### src/rtl/fetch_pkg.sv
// Shared types and constants for the instruction fetch unit.
package fetch_pkg;

  typedef enum logic [1:0] {
    ST_BOOT  = 2'd0,
    ST_RUN   = 2'd1,
    ST_FAULT = 2'd2
  } fetch_state_e;

  localparam logic [31:0] NOP_INST = 32'h0000_0013;
  localparam logic [31:0] PC_INC   = 32'd4;

  typedef struct packed {
    logic [31:0] pc;
    logic [31:0] inst;
  } fetch_entry_t;

endpackage

### src/rtl/fetch_fifo.sv
// Fetched-instruction buffer: DEPTH entries of {pc, inst}, with flush.
// Push while full is accepted only together with a pop.
module fetch_fifo
  import fetch_pkg::*;
#(
  parameter int DEPTH = 2
) (
  input  logic         clk,
  input  logic         rst_n,
  input  logic         push_i,
  input  fetch_entry_t push_data_i,
  input  logic         pop_i,
  input  logic         flush_i,
  output fetch_entry_t head_o,
  output logic         full_o,
  output logic         empty_o
);

  localparam int AW = (DEPTH > 1) ? $clog2(DEPTH) : 1;
  localparam logic [AW:0] DEPTH_C = (AW + 1)'(DEPTH);

  fetch_entry_t  mem_q [DEPTH];
  logic [AW-1:0] wr_ptr_q, wr_ptr_d;
  logic [AW-1:0] rd_ptr_q, rd_ptr_d;
  logic [AW:0]   count_q, count_d;
  logic          do_push, do_pop;

  assign full_o  = (count_q == DEPTH_C);
  assign empty_o = (count_q == '0);
  assign head_o  = mem_q[rd_ptr_q];

  // Flush wins over any push or pop in the same cycle.
  assign do_pop  = pop_i && !empty_o && !flush_i;
  assign do_push = push_i && !flush_i && (!full_o || do_pop);

  always_comb begin
    wr_ptr_d = wr_ptr_q;
    rd_ptr_d = rd_ptr_q;
    count_d  = count_q;
    if (flush_i) begin
      wr_ptr_d = '0;
      rd_ptr_d = '0;
      count_d  = '0;
    end else begin
      if (do_push) wr_ptr_d = wr_ptr_q + 1'b1;
      if (do_pop)  rd_ptr_d = rd_ptr_q + 1'b1;
      case ({do_push, do_pop})
        2'b10:   count_d = count_q + 1'b1;
        2'b01:   count_d = count_q - 1'b1;
        default: count_d = count_q;
      endcase
    end
  end

  always_ff @(posedge clk or negedge rst_n) begin
    if (!rst_n) begin
      wr_ptr_q <= '0;
      rd_ptr_q <= '0;
      count_q  <= '0;
    end else begin
      wr_ptr_q <= wr_ptr_d;
      rd_ptr_q <= rd_ptr_d;
      count_q  <= count_d;
    end
  end

  // Payload storage needs no reset: it is only observed through a non-zero count.
  always_ff @(posedge clk) begin
    if (do_push) mem_q[wr_ptr_q] <= push_data_i;
  end

endmodule

### src/rtl/fetch_unit.sv
// Instruction fetch unit: PC sequencing, redirect handling and a small fetch buffer.
// Optional FETCH_MISALIGN_TRAP_EN: misaligned redirect targets enter FAULT instead of being aligned.
//
// state    | meaning
// ST_BOOT  | one idle cycle after reset, no fetch
// ST_RUN   | fetching whenever the buffer has room
// ST_FAULT | misaligned redirect seen; fetch halted until aligned redirect
module fetch_unit
  import fetch_pkg::*;
#(
  parameter logic [31:0] RESET_PC   = 32'h0000_0000,
  parameter int          FIFO_DEPTH = 2
) (
  input  logic        clk,
  input  logic        rst_n,
  output logic [31:0] imem_addr,
  input  logic [31:0] imem_inst,
  input  logic        redirect_valid,
  input  logic [31:0] redirect_pc,
  output logic        inst_valid,
  input  logic        inst_ready,
  output logic [31:0] inst_data,
  output logic [31:0] inst_pc,
  output logic        fetch_fault
);

  fetch_state_e state_q, state_d;
  logic [31:0]  pc_q, pc_d;
  logic [31:0]  target;
  logic         misaligned;
  logic         fetch, flush, pop;
  logic         fifo_full, fifo_empty;
  fetch_entry_t head, push_entry;

  assign imem_addr  = pc_q;
  assign inst_valid = !fifo_empty;
  assign pop        = inst_valid && inst_ready;
  assign inst_data  = fifo_empty ? NOP_INST : head.inst;
  assign inst_pc    = fifo_empty ? 32'h0 : head.pc;
  assign push_entry = '{pc: pc_q, inst: imem_inst};

  always_comb begin
    state_d    = state_q;
    pc_d       = pc_q;
    fetch      = 1'b0;
    flush      = 1'b0;
    target     = redirect_pc;
`ifdef FETCH_MISALIGN_TRAP_EN
    misaligned = |redirect_pc[1:0];
`else
    misaligned = 1'b0;
    target[1:0] = 2'b00;
`endif
    if (redirect_valid) begin
      flush   = 1'b1;
      pc_d    = target;
      state_d = misaligned ? ST_FAULT : ST_RUN;
    end else begin
      case (state_q)
        ST_BOOT: state_d = ST_RUN;
        ST_RUN: begin
          if (!fifo_full || pop) begin
            fetch = 1'b1;
            pc_d  = pc_q + PC_INC;
          end
        end
        ST_FAULT: state_d = ST_FAULT;
        default:  state_d = ST_BOOT;
      endcase
    end
  end

  always_ff @(posedge clk or negedge rst_n) begin
    if (!rst_n) begin
      state_q <= ST_BOOT;
      pc_q    <= RESET_PC;
    end else begin
      state_q <= state_d;
      pc_q    <= pc_d;
    end
  end

`ifdef FETCH_MISALIGN_TRAP_EN
  assign fetch_fault = (state_q == ST_FAULT);
`else
  assign fetch_fault = 1'b0;
`endif

  fetch_fifo #(.DEPTH(FIFO_DEPTH)) u_fifo (
    .clk         (clk),
    .rst_n       (rst_n),
    .push_i      (fetch),
    .push_data_i (push_entry),
    .pop_i       (pop),
    .flush_i     (flush),
    .head_o      (head),
    .full_o      (fifo_full),
    .empty_o     (fifo_empty)
  );

endmodule

### config.mk
export PLATFORM = sky130hd
export DESIGN_NAME = fetch_unit
export DESIGN_NICKNAME = d
export VERILOG_FILES = /design/src/rtl/fetch_pkg.sv /design/src/rtl/fetch_fifo.sv /design/src/rtl/fetch_unit.sv
export SDC_FILE = /design/constraint.sdc
export NUM_CORES = 1
export LEC_CHECK = 0
export BUFFER_PORTS_ARGS = -buffer_cell sky130_fd_sc_hd__buf_2
export CAP_MARGIN = 10
export CORE_MARGIN = 2
export CORE_UTILIZATION = 37
export DETAILED_ROUTE_END_ITERATION = 8
export PLACE_DENSITY = 0.67
export SLEW_MARGIN = 20
export SYNTH_ARGS = -nofsm -noshare
export SYNTH_HDL_FRONTEND = slang
export SYNTH_SLANG_ARGS = --single-unit
export TNS_END_PERCENT = 100
### constraint.sdc
create_clock -name clk -period 7 [get_ports clk]
set_input_delay 1.4 -clock clk [delete_from_list [all_inputs] [get_ports clk]]
set_output_delay 1.4 -clock clk [all_outputs]
set_load 0.01 [all_outputs]
==> impl_results.md, run 1 <==
- Outcome: finished clean
- Cts hold-fix bufs: 0
- Synth cell types: 49
- Setup ws final: approximately 3400 ps
- Final #Nets: 730
- #FFs+latches synth: 160
- FF-to-FF path depth: 4
- Worst vdd ir: roughly 0.17 mV
- CTS tree: done
- Vias in the first global route: roughly 4.8k
- Port Buffers: 158
- CP Max Fanout: 44
- Initial antenna violation count: 1
- Max_cap viols: 0
- Critical Path End Type: primary output
- Area grow syn2layout: 21.8%
- N_diodes: 0
- Final Power: roughly 0.0024 W
- Pins over their slew limit: 0
- Mapped Area: between 0.006 and 0.007 mm²
- Total Wirelength: roughly 16 mm
- First-pass GRT wire length: about 25 mm
- Clock slew at reported path FFs: approximately 60 ps
- RSZ-0062 raised after global routing: no
- CP Depth: 5
- Via count: approximately 4.6k
- Root buf cell: clkbuf_16
- Post-synth EDFFs: ~120
- Sw Ratio: about a quarter
- Primary FF master, synth: edfxtp_1
- Yosys warnings: 0
- Post-synth ARST share: 22.5%
- Fin Setup TNS: 0 ps
- Post-Route M1 WL: ~6.8 mm
- Initial core utilization: approximately two fifths
- Share of the synthesized area in the top cell type: ~54%
- Largest net degree at the start of global routing: between 60 and 70
- HPWL after DPL: 10.3 mm
- Share of cells above drive strength 1: around 30%
- Leakage: approximately 3.2 nW
- CTS H-tree depth: 4
- Internal power: about 0.0018 W
- Postcts setup bufs: 0
- Clock skew: ~11 ps
- Switching power total: between 0.0006 and 0.0007 W
- DR top layer: met5
- Relative slew slack: approximately two fifths
- Startpoint types: register
- Family with the most delay on the worst path: buffers and inverters
- Slowest stage delay, CP: ~520 ps
- Die W: between 100 and 150 µm
- Placer Congestion: roughly 0.8
- Mapped Cells: approximately 510
- Worst-Margin Slew: between 800 and 900 ps
- CP cell instances: nor2_4 -> buf_4 -> inv_1 -> nand2_1 -> buf_2
- Synth top area cells: edfxtp_1, dfrtp_1, mux2i_1, nor2_1, or4_1
- WP data arrival: around 2200 ps
- Avg Cell Area, Syn: ~14 µm²
- I/O Pins: 166
- Clock sinks: 160
- Final Setup Violations: 0
- Period utilization: 51.3%
- Core Util, Final: 46.3%
- Slowest stage cell, crit path: buf_4
- Grt ovf: 0
- Gr usage total: 16.1%
- WS Path Type: reg2out
- Remaining antenna violation count: 0
- Post-CTS sizing: 0
- Drt drc: 0
- Core area: roughly 0.018 mm²
- Met2 wire len: 7.84 mm
- CTS buffer count: 17
- Max Root-Sink Buffers: 2
- Area leader, netlist: edfxtp_1
- Hold Fails Final Rpt: 0
- Critical Path RT: 5600 ps
- Comb pwr share: roughly 15%
- DRT Pass-1 Iters: 4
- Sequential area share after synthesis: around two thirds
- Highest clock rate: ~280 MHz
- CP bufs+invs: 3
- Wire per inst: ~17 µm
- Die area: 0.0198 mm²
- Met3 wire length: approximately 700 µm
- Die Y: roughly 140 µm
- Sequential power share: between 40% and 50%
- Num rows: roughly 50
- DRT iter0 DRCs: around 280
- Clock power share: approximately 37%
- Clk_lat worst skew: 420 ps
- Pre-CTS setup slack: 3180 ps
- Pwr dens: 288 mW/mm²
- Final Critical Period: around 3600 ps
- Hold Path Class: reg2reg
- Hold Path Stages: 1
- Via-to-Cell Ratio: between 5 and 6
==> stage by stage <==
stage	std cells	cell area [µm²]	hold WS (ps)
after floorplan	512	6920	416
after detailed placement	870	7810	455
final	903	8410	464
after CTS	902	8380	467
after global routing	903	8410	489
after global placement	870	7810	429
==> layout by cell type (no fill, tap or decap), types with 15 or more instances in the layout <==
master     instances
a31oi_1           18
buf_2            158
clkbuf_16         17
dfrtp_1           35
edfxtp_1         124
mux2i_1           63
nand2_1           20
nor2_1            84
o31ai_1           15
or4_1             16
==> Yosys cell counts, drive strengths merged (11+ instances only) <==
library cell,count
edfxtp,124
or4,16
a31oi,18
clkbuf,14
o31ai,15
dfrtp,36
o21ai,15
buf,19
mux2i,63
nand2,21
nand4,11
nor2,85
nand3,13
==> metal layers <==
layer,vias up,track usage [%]
li1,2210,-
met1,2239,20.1
met2,136,27.7
met3,20,3.91
met4,2,5.21
met5,-,0
==> power by group through the flow <==
| stage | clock (W) | combinational [W] | sequential (W) |
|---|---|---|---|
| floorplan | 0 | 0.000221 | 0.00118 |
| global placement | 0 | 0.000334 | 0.00120 |
| detailed placement | 0 | 0.000342 | 0.00121 |
| CTS | 0.000911 | 0.000343 | 0.00119 |
| global route | 0.000951 | 0.000390 | 0.00119 |
| finish | 0.000888 | 0.000352 | 0.00118 |
==> sequential cells by signal, summed over array words and instances (netlist names) <==
signal / cells
imem_addr: 30
u_fifo.wr_ptr_q: 1
u_fifo.mem_q: 124
u_fifo.count_q: 2
state_q: 2
u_fifo.rd_ptr_q: 1
==> layout make-up <==
class	instances	area, µm²
inverters	6	22.5
fillers	1681	9740
well taps	229	287
repair buffers	163	848
clock inverters	13	138
clock buffers	19	433
multi-input cells	313	2050
flip-flops and latches	160	4630
==> cell families after synthesis <==
family / share of synthesized area (%)
compound gates: 5.29
simple gates: 13.4
mux: 9.14
flops: 67.0
fa+ha+maj: 0.181
buf+inv: 3.66
xor+xnor: 1.27
other cells: 0.0543
==> worst reg2reg max path, delay by kind of cell, from the launching register on <==
kind                   cells  cell delay, ps
and+or+nand+nor            3            1420
buffers and inverters      1             550
DFF                        1             450
==> path summary, 6_finish.rpt <==
path                       slack, ps               from             endpoint
max in group asynchronous       5280              rst_n      u_fifo.rd_ptr_q
hold reg to reg                  460         state_q[0]           state_q[1]
setup / recovery                3410  u_fifo.count_q[1]         inst_data[4]
setup reg to reg                4210  u_fifo.count_q[1]  u_fifo.mem_q[1][57]
hold / removal                   460         state_q[0]           state_q[1]
min in group asynchronous       1100              rst_n    u_fifo.count_q[1]
No activity file was read; power rests on OpenSTA's default activity.
==> run 2: changes to the inputs <==
--- a/config.mk
+++ b/config.mk
@@ -5,12 +5,13 @@
 export SDC_FILE = /design/constraint.sdc
 export NUM_CORES = 1
 export LEC_CHECK = 0
+export ABC_AREA = 1
 export BUFFER_PORTS_ARGS = -buffer_cell sky130_fd_sc_hd__buf_2
 export CAP_MARGIN = 10
 export CORE_MARGIN = 2
 export CORE_UTILIZATION = 37
 export DETAILED_ROUTE_END_ITERATION = 8
-export PLACE_DENSITY = 0.67
+export PLACE_DENSITY = 0.69
 export SLEW_MARGIN = 20
 export SYNTH_ARGS = -nofsm -noshare
 export SYNTH_HDL_FRONTEND = slang
==> constraint.sdc (replaced) <==
create_clock -name clk -period 3.24 [get_ports clk]
set_input_delay 0.648 -clock clk [delete_from_list [all_inputs] [get_ports clk]]
set_output_delay 0.648 -clock clk [all_outputs]
set_load 0.01 [all_outputs]
==> impl_results.md, run 2 <==
- Placer Congestion: 0.850 (+4.8%)
- Most common cell in the netlist: nand2_1
- Mapped Area: 0.00721 mm² (+4.5%)
- RSZ-0062 raised after global routing: no
- Wire per inst: 14.8 µm (-14%)
- Reg with most FFs: u_fifo.mem_q
- Area after DPL: 0.00831 mm² (+6.4%)
- Fin Setup TNS: 0 ps (unchanged)
- Largest net degree at the start of global routing: 63 (-1.6%)
- Post-synth EDFFs: 124 (unchanged)
- Die area: 0.0206 mm² (+4.4%)
- Vias in the first global route: 5,083 (+6.4%)
- Cts hold-fix bufs: 0 (unchanged)
- Total Wirelength: 17.6 mm (+14%)
- CTS H-tree depth: 4 (unchanged)
- Pre-CTS setup slack: 657 ps (-2520 ps)
- Via count: 5,586 (+21%)
- Hold WS: 343 ps (-120 ps)
- Sequential area share after synthesis: 64.1% (-2.9 points)
- FF-to-FF path depth: 6 (+2)
- Most common cell after layout, fill and taps aside: nand2_1
- Primary FF master, synth: edfxtp_1
- Leakage: 3.91 nW (+21%)
- Grt ovf: 0 (unchanged)
- Max reg flops: 124 (unchanged)
- Post-synth ARST share: 22.5% (unchanged)
- Setup ws final: 633 ps (-2780 ps)
- Highest clock rate: 384 MHz
- #FFs+latches synth: 160 (unchanged)
- Mapped Cells: 749 (+47%)
- Initial core utilization: 37.4% (-0.60 points)
- WP data arrival: 1960 ps (-230 ps)
- Outcome: finished clean
- Core area: 0.0193 mm² (+6.2%)
- Share of cells above drive strength 1: 25.3% (-5.3 points)
- Max_cap viols: 0 (unchanged)
- Die W: 144 µm (+2.2%)
- Period utilization: 80.5%
- WS Path Type: reg2out
- Startpoint types: register
- Pins over their slew limit: 0 (unchanged)
- Area grow syn2layout: 23.6%
- CTS buffer count: 17 (unchanged)
- Clock slew at reported path FFs: 70 ps (about the same)
- HPWL after DPL: 11.9 mm (+16%)
- Remaining antenna violation count: 0 (unchanged)
- Hold Fails Final Rpt: 0 (unchanged)
- DRT Pass-1 Iters: 5 (+1)
- N_diodes: 0 (unchanged)
- Most frequent cells in the layout: nand2_1, buf_2, edfxtp_1
- Final Setup Violations: 0 (unchanged)
- Root buf cell: clkbuf_16
- Die Y: 144 µm (+2.2%)
- Hold Path Class: in2async
- Post-CTS sizing: 0 (unchanged)
- Final #Nets: 978 (+34%)
- Critical Path RT: 2590 ps (-3010 ps)
- CP Max Fanout: 24 (-45%)
- Clock sinks: 160 (unchanged)
- Drt drc: 0 (unchanged)
- Area leader, netlist: edfxtp_1
- First-pass GRT wire length: 26.9 mm (+9.3%)
- Final Critical Period: approximately 2600 ps
- Avg Cell Area, Syn: 9.63 µm² (-29%)
- DRT iter0 DRCs: 398 (+41%)
- Worst-Margin Slew: 877 ps (-22.7 ps)
- Synth cell types: 30 (-39%)
- Via-to-Cell Ratio: 4.71 (-7.8%)
- Num rows: 51 (+4.1%)
- Relative slew slack: 41.5% (+1.5 points)
- Final Cell Area: 0.00892 mm² (+6.0%)
- Initial antenna violation count: 0 (-1)
- Clk_lat worst skew: 420 ps (about the same)
- Max Root-Sink Buffers: 2 (unchanged)
- Critical Path End Type: primary output
- Share of the synthesized area in the top cell type: 51.6% (-2.3 points)
- Gr usage total: 17.3% (+1.3 points)
- Clock skew: 5.85 ps (-5.62 ps)
- Yosys warnings: 0 (unchanged)
- CTS tree: done
- Postcts setup bufs: 0 (unchanged)
- Pwr dens: 729 mW/mm² (+150%)
- I/O Pins: 166 (unchanged)
- Port Buffers: 158 (unchanged)
- Layout filler cell count: 1,833 (+9.0%)
- Synth top area cells: edfxtp_1, nand2_1, dfrtp_1, a21oi_1, nand3_1
- Worst vdd ir: 0.386 mV (+130%)
- Top cells by count, synth: nand2_1, edfxtp_1, a21oi_1, inv_1, nand3_1
## run 2: changes by cell type after synthesis, moves of 9 or more
cell | before | now
nor2_2 | 0 | 10
nand2_1 | 20 | 306
o31ai_1 | 15 | 0
mux2i_1 | 63 | 0
nand4_1 | 9 | 0
a31oi_1 | 18 | 1
nor2_1 | 85 | 36
a21oi_1 | 0 | 60
or4_1 | 16 | 0
nand3_1 | 12 | 39
inv_1 | 6 | 49
## run 2: cell type report
class                           count  area (µm²)  area share [%]
Sequential cell                   160        4630            51.9
Multi-Input combinational cell    507        2250            25.3
Timing Repair Buffer              169         898            10.1
Clock buffer                       19         443            4.97
Tap cell                          265         332            3.72
Inverter                           54         203            2.27
Clock inverter                     13         164            1.84
## run 2: kinds of logic (layout without fill, tap and decap cells)
| group | after synthesis | in the layout | synth area share (%) |
|---|---|---|---|
| compound gates | 83 | 83 | 6.02 |
| xor+xnor | 12 | 12 | 1.46 |
| fa+ha+maj | 1 | 1 | 0.173 |
| buf+inv | 86 | 255 | 5.08 |
| flops | 160 | 160 | 64.1 |
| other cells | 1 | 5 | 0.0520 |
| simple gates | 406 | 406 | 23.1 |
## run 2: power breakdown
part	internal [W]	switching, W
sequential	0.00257	0.000223
combinational	0.000578	0.00110
clock	0.00123	0.000801
## run 2: stage by stage
step | utilization [%] | cells | total power, W
2_1_floorplan | - | 753 | 0.00376
3_3_place_gp | 43.1 | 1155 | 0.00450
3_5_place_dp | 43.1 | 1155 | 0.00454
4_1_cts | 46.3 | 1187 | 0.00657
5_1_grt | 46.3 | 1187 | 0.00689
6_report | 46.3 | 1187 | 0.00650
## run 2: layer usage
metal | track usage (%) | share of wire [%] | vias to the layer above
met2 | 28.7 | 49 | 165
li1 | - | - | 2767
met4 | 5.73 | 1.2 | 0
met5 | 0 | 0 | -
met3 | 3.80 | 6.0 | 19
met1 | 22.6 | 44 | 2635
## run 2: worst max-delay path, stage by stage, from the launching register on
cell     delay [ps]
dfrtp_2         410
inv_2           360
buf_4           370
nand2_1          80
a21oi_1         150
buf_2           150
## run 2: worst paths after layout
path                                    from             endpoint  slack, ps
setup / recovery             u_fifo.rd_ptr_q        inst_data[11]        630
hold / removal                         rst_n        imem_addr[30]        340
setup reg to reg           u_fifo.count_q[1]  u_fifo.mem_q[0][26]       1010
hold reg to reg                   state_q[1]           state_q[0]        460
max in group asynchronous              rst_n      u_fifo.rd_ptr_q       2280
min in group clk               imem_inst[28]  u_fifo.mem_q[1][28]        410
==> run 3: changes to the inputs <==
--- a/config.mk
+++ b/config.mk
@@ -5,13 +5,13 @@
 export SDC_FILE = /design/constraint.sdc
 export NUM_CORES = 1
 export LEC_CHECK = 0
-export ABC_AREA = 1
+export ABC_AREA = 0
 export BUFFER_PORTS_ARGS = -buffer_cell sky130_fd_sc_hd__buf_2
 export CAP_MARGIN = 10
 export CORE_MARGIN = 2
 export CORE_UTILIZATION = 37
 export DETAILED_ROUTE_END_ITERATION = 8
-export PLACE_DENSITY = 0.69
+export PLACE_DENSITY = 0.67
 export SLEW_MARGIN = 20
 export SYNTH_ARGS = -nofsm -noshare
 export SYNTH_HDL_FRONTEND = slang
==> constraint.sdc (replaced) <==
create_clock -name clk -period 2.4 [get_ports clk]
set_input_delay 0.48 -clock clk [delete_from_list [all_inputs] [get_ports clk]]
set_output_delay 0.48 -clock clk [all_outputs]
set_load 0.01 [all_outputs]
==> impl_results.md, run 3 (synthesis gave the netlist of run 1 again) <==
- Reg with most FFs: u_fifo.mem_q
- Area grow syn2layout: 23.9%
- HPWL after DPL: 10.8 mm (-8.7%)
- DRT Pass-1 Iters: 4 (-1)
- N_diodes: 0 (unchanged)
- CP bufs+invs: 2 (-1)
- Hold Fails Final Rpt: 0 (unchanged)
- Die area: 0.0198 mm² (-4.2%)
- Via-to-Cell Ratio: 5.13 (+9.1%)
- Largest net degree at the start of global routing: 63 (unchanged)
- Drt drc: 0 (unchanged)
- Slowest stage cell, crit path: dfrtp_4
- Slowest stage delay, CP: 630 ps (+220 ps)
- Placer Congestion: 0.771 (-9.3%)
- Postcts setup bufs: 0 (unchanged)
- Pwr dens: 826 mW/mm² (+13%)
- Sw Ratio: 26.1% (-6.5 points)
- Switching power total: 0.00184 W (-13%)
- Clock sinks: 160 (unchanged)
- Root buf cell: clkbuf_16
- Worst-Margin Slew: 859 ps (-18.1 ps)
- CTS buffer count: 17 (unchanged)
- Max reg flops: 124 (unchanged)
- Port Buffers: 158 (unchanged)
- Relative slew slack: 42.7% (+1.2 points)
- Post-CTS sizing: 0 (unchanged)
- Vias in the first global route: 4,775 (-6.1%)
- Fin cells: 915 (-23%)
- Pins over their slew limit: 0 (unchanged)
- Core area: 0.0181 mm² (-5.8%)
- Total Wirelength: 16.3 mm (-7.7%)
- FF-to-FF path depth: 5 (-1)
- Clock slew at reported path FFs: 60 ps (about the same)
- Worst vdd ir: 0.450 mV (+17%)
- Final Power: 0.00707 W (+8.7%)
- Final Setup Violations: 0 (unchanged)
- Reg-to-Reg Start: imem_addr[3]
- Most common cell after layout, fill and taps aside: buf_2
- WS Path Type: reg2out
- WP data arrival: 1720 ps (-240 ps)
- CP cell instances: buf_12 -> mux2i_1 -> nor2_1 -> buf_2
- Cts hold-fix bufs: 0 (unchanged)
- Final Critical Period: between 2000 and 2500 ps
- I/O Pins: 166 (unchanged)
- Die Y: 141 µm (-2.1%)
- Clock power share: 35.9% (+4.6 points)
- Critical Path RT: 1920 ps (-670 ps)
- CP Max Fanout: 18 (-25%)
- Initial core utilization: 38.0% (+0.60 points)
- Initial antenna violation count: 0 (unchanged)
- Wire per inst: 17.8 µm (+20%)
- RR Endpoint: imem_addr[18]
- Period utilization: 91.5%
- Gr usage total: 16.5% (-0.84 points)
- Outcome: finished clean
- Remaining antenna violation count: 0 (unchanged)
- First-pass GRT wire length: 25.0 mm (-7.0%)
- Hold Path Class: in2async
- Internal power: 0.00522 W (+19%)
- Final #Nets: 744 (-24%)
- Critical Path End Type: primary output
- CTS H-tree depth: 4 (unchanged)
- Die W: 141 µm (-2.1%)
- Highest clock rate: 455 MHz
- Comb pwr share: 15.8% (-10 points)
- DRT iter0 DRCs: 251 (-37%)
- Via count: 4,697 (-16%)
- Grt ovf: 0 (unchanged)
- FF-to-FF setup slack: 270 ps (-740 ps)
- Num rows: 49 (-3.9%)
- Most frequent cells in the layout: buf_2, edfxtp_1, nor2_1
- Hold WS: 177 ps (-166 ps)
- RSZ-0062 raised after global routing: no
- Clock skew: 6.23 ps (+0.382 ps)
- Cell total after placement: 884 (-23%)
- Share of cells above drive strength 1: 32.1% (+6.8 points)
- Clk_lat worst skew: 420 ps (about the same)
- Leakage: 3.31 nW (-15%)
- Max Root-Sink Buffers: 2 (unchanged)
- Sequential power share: 48.2% (+5.3 points)
- Startpoint types: register
- Family with the most delay on the worst path: flip-flops
- CTS tree: done
- Max_cap viols: 0 (unchanged)
## run 3: cell count changes in the layout (fill, tap and decap cells not counted), moves of 17 or more
cell / change
a31oi_1: +17
nand2_1: -287
inv_1: -42
nor2_1: +50
mux2i_1: +63
a21oi_1: -60
nand3_1: -27
## run 3: how the worst max path moves through the flow
stage | start | slack, ps | to | cells past startpoint
2_1_floorplan | redirect_valid | -320 | u_fifo.mem_q[0][0] | 3
3_3_place_gp | inst_ready | 350 | imem_addr[19] | 5
3_5_place_dp | inst_ready | 260 | imem_addr[21] | 5
4_1_cts | u_fifo.rd_ptr_q | 9 | inst_data[18] | 4
5_1_grt | u_fifo.rd_ptr_q | 90 | inst_data[9] | 4
6_report | u_fifo.rd_ptr_q | 200 | inst_pc[9] | 4
## run 3: per-layer routing
metal	share of wire, %	vias up	track usage, %	wire (µm)
met5	0	-	0	0
met4	1.8	0	7.68	296
met3	6.3	23	4.42	1020
met2	50	166	27.7	8110
met1	42	2269	19.9	6820
li1	-	2239	-	-
## run 3: area by class of cell
class                   count  area [µm²]
flip-flops and latches    160        4630
well taps                 229         287
fillers                  1629        9600
repair buffers            177        1000
clock inverters            12         120
multi-input cells         313        2060
inverters                   6        22.5
clock buffers              18         429
## run 3: worst register-to-register path, cell delays in order (launching register included)
cell and delay (ps):
dfrtp_1 430, ha_1 250, and4_1 250, nand3_2 320
or4_1 590, a31oi_1 200
## run 3: power by group through the flow
stage	Combinational [W]	Clock, W	Sequential [W]
floorplan	0.000651	0	0.00343
CTS	0.00112	0.00260	0.00342
finish	0.00112	0.00254	0.00341
detailed placement	0.00111	0	0.00348
global route	0.00123	0.00271	0.00344
global placement	0.00109	0	0.00346
## run 3: through the flow
stage / util [%] / setup WS, ps / instance area [µm²] / setup TNS (ps)
finish: 47.1 / 204 / 8550 / 0
global route: 47.1 / 89.6 / 8550 / 0
CTS: 47.0 / 9.09 / 8540 / 0
detailed placement: 44.0 / 264 / 7990 / 0
global placement: 44.0 / 353 / 7990 / 0
floorplan: - / -315 / 6960 / -19540
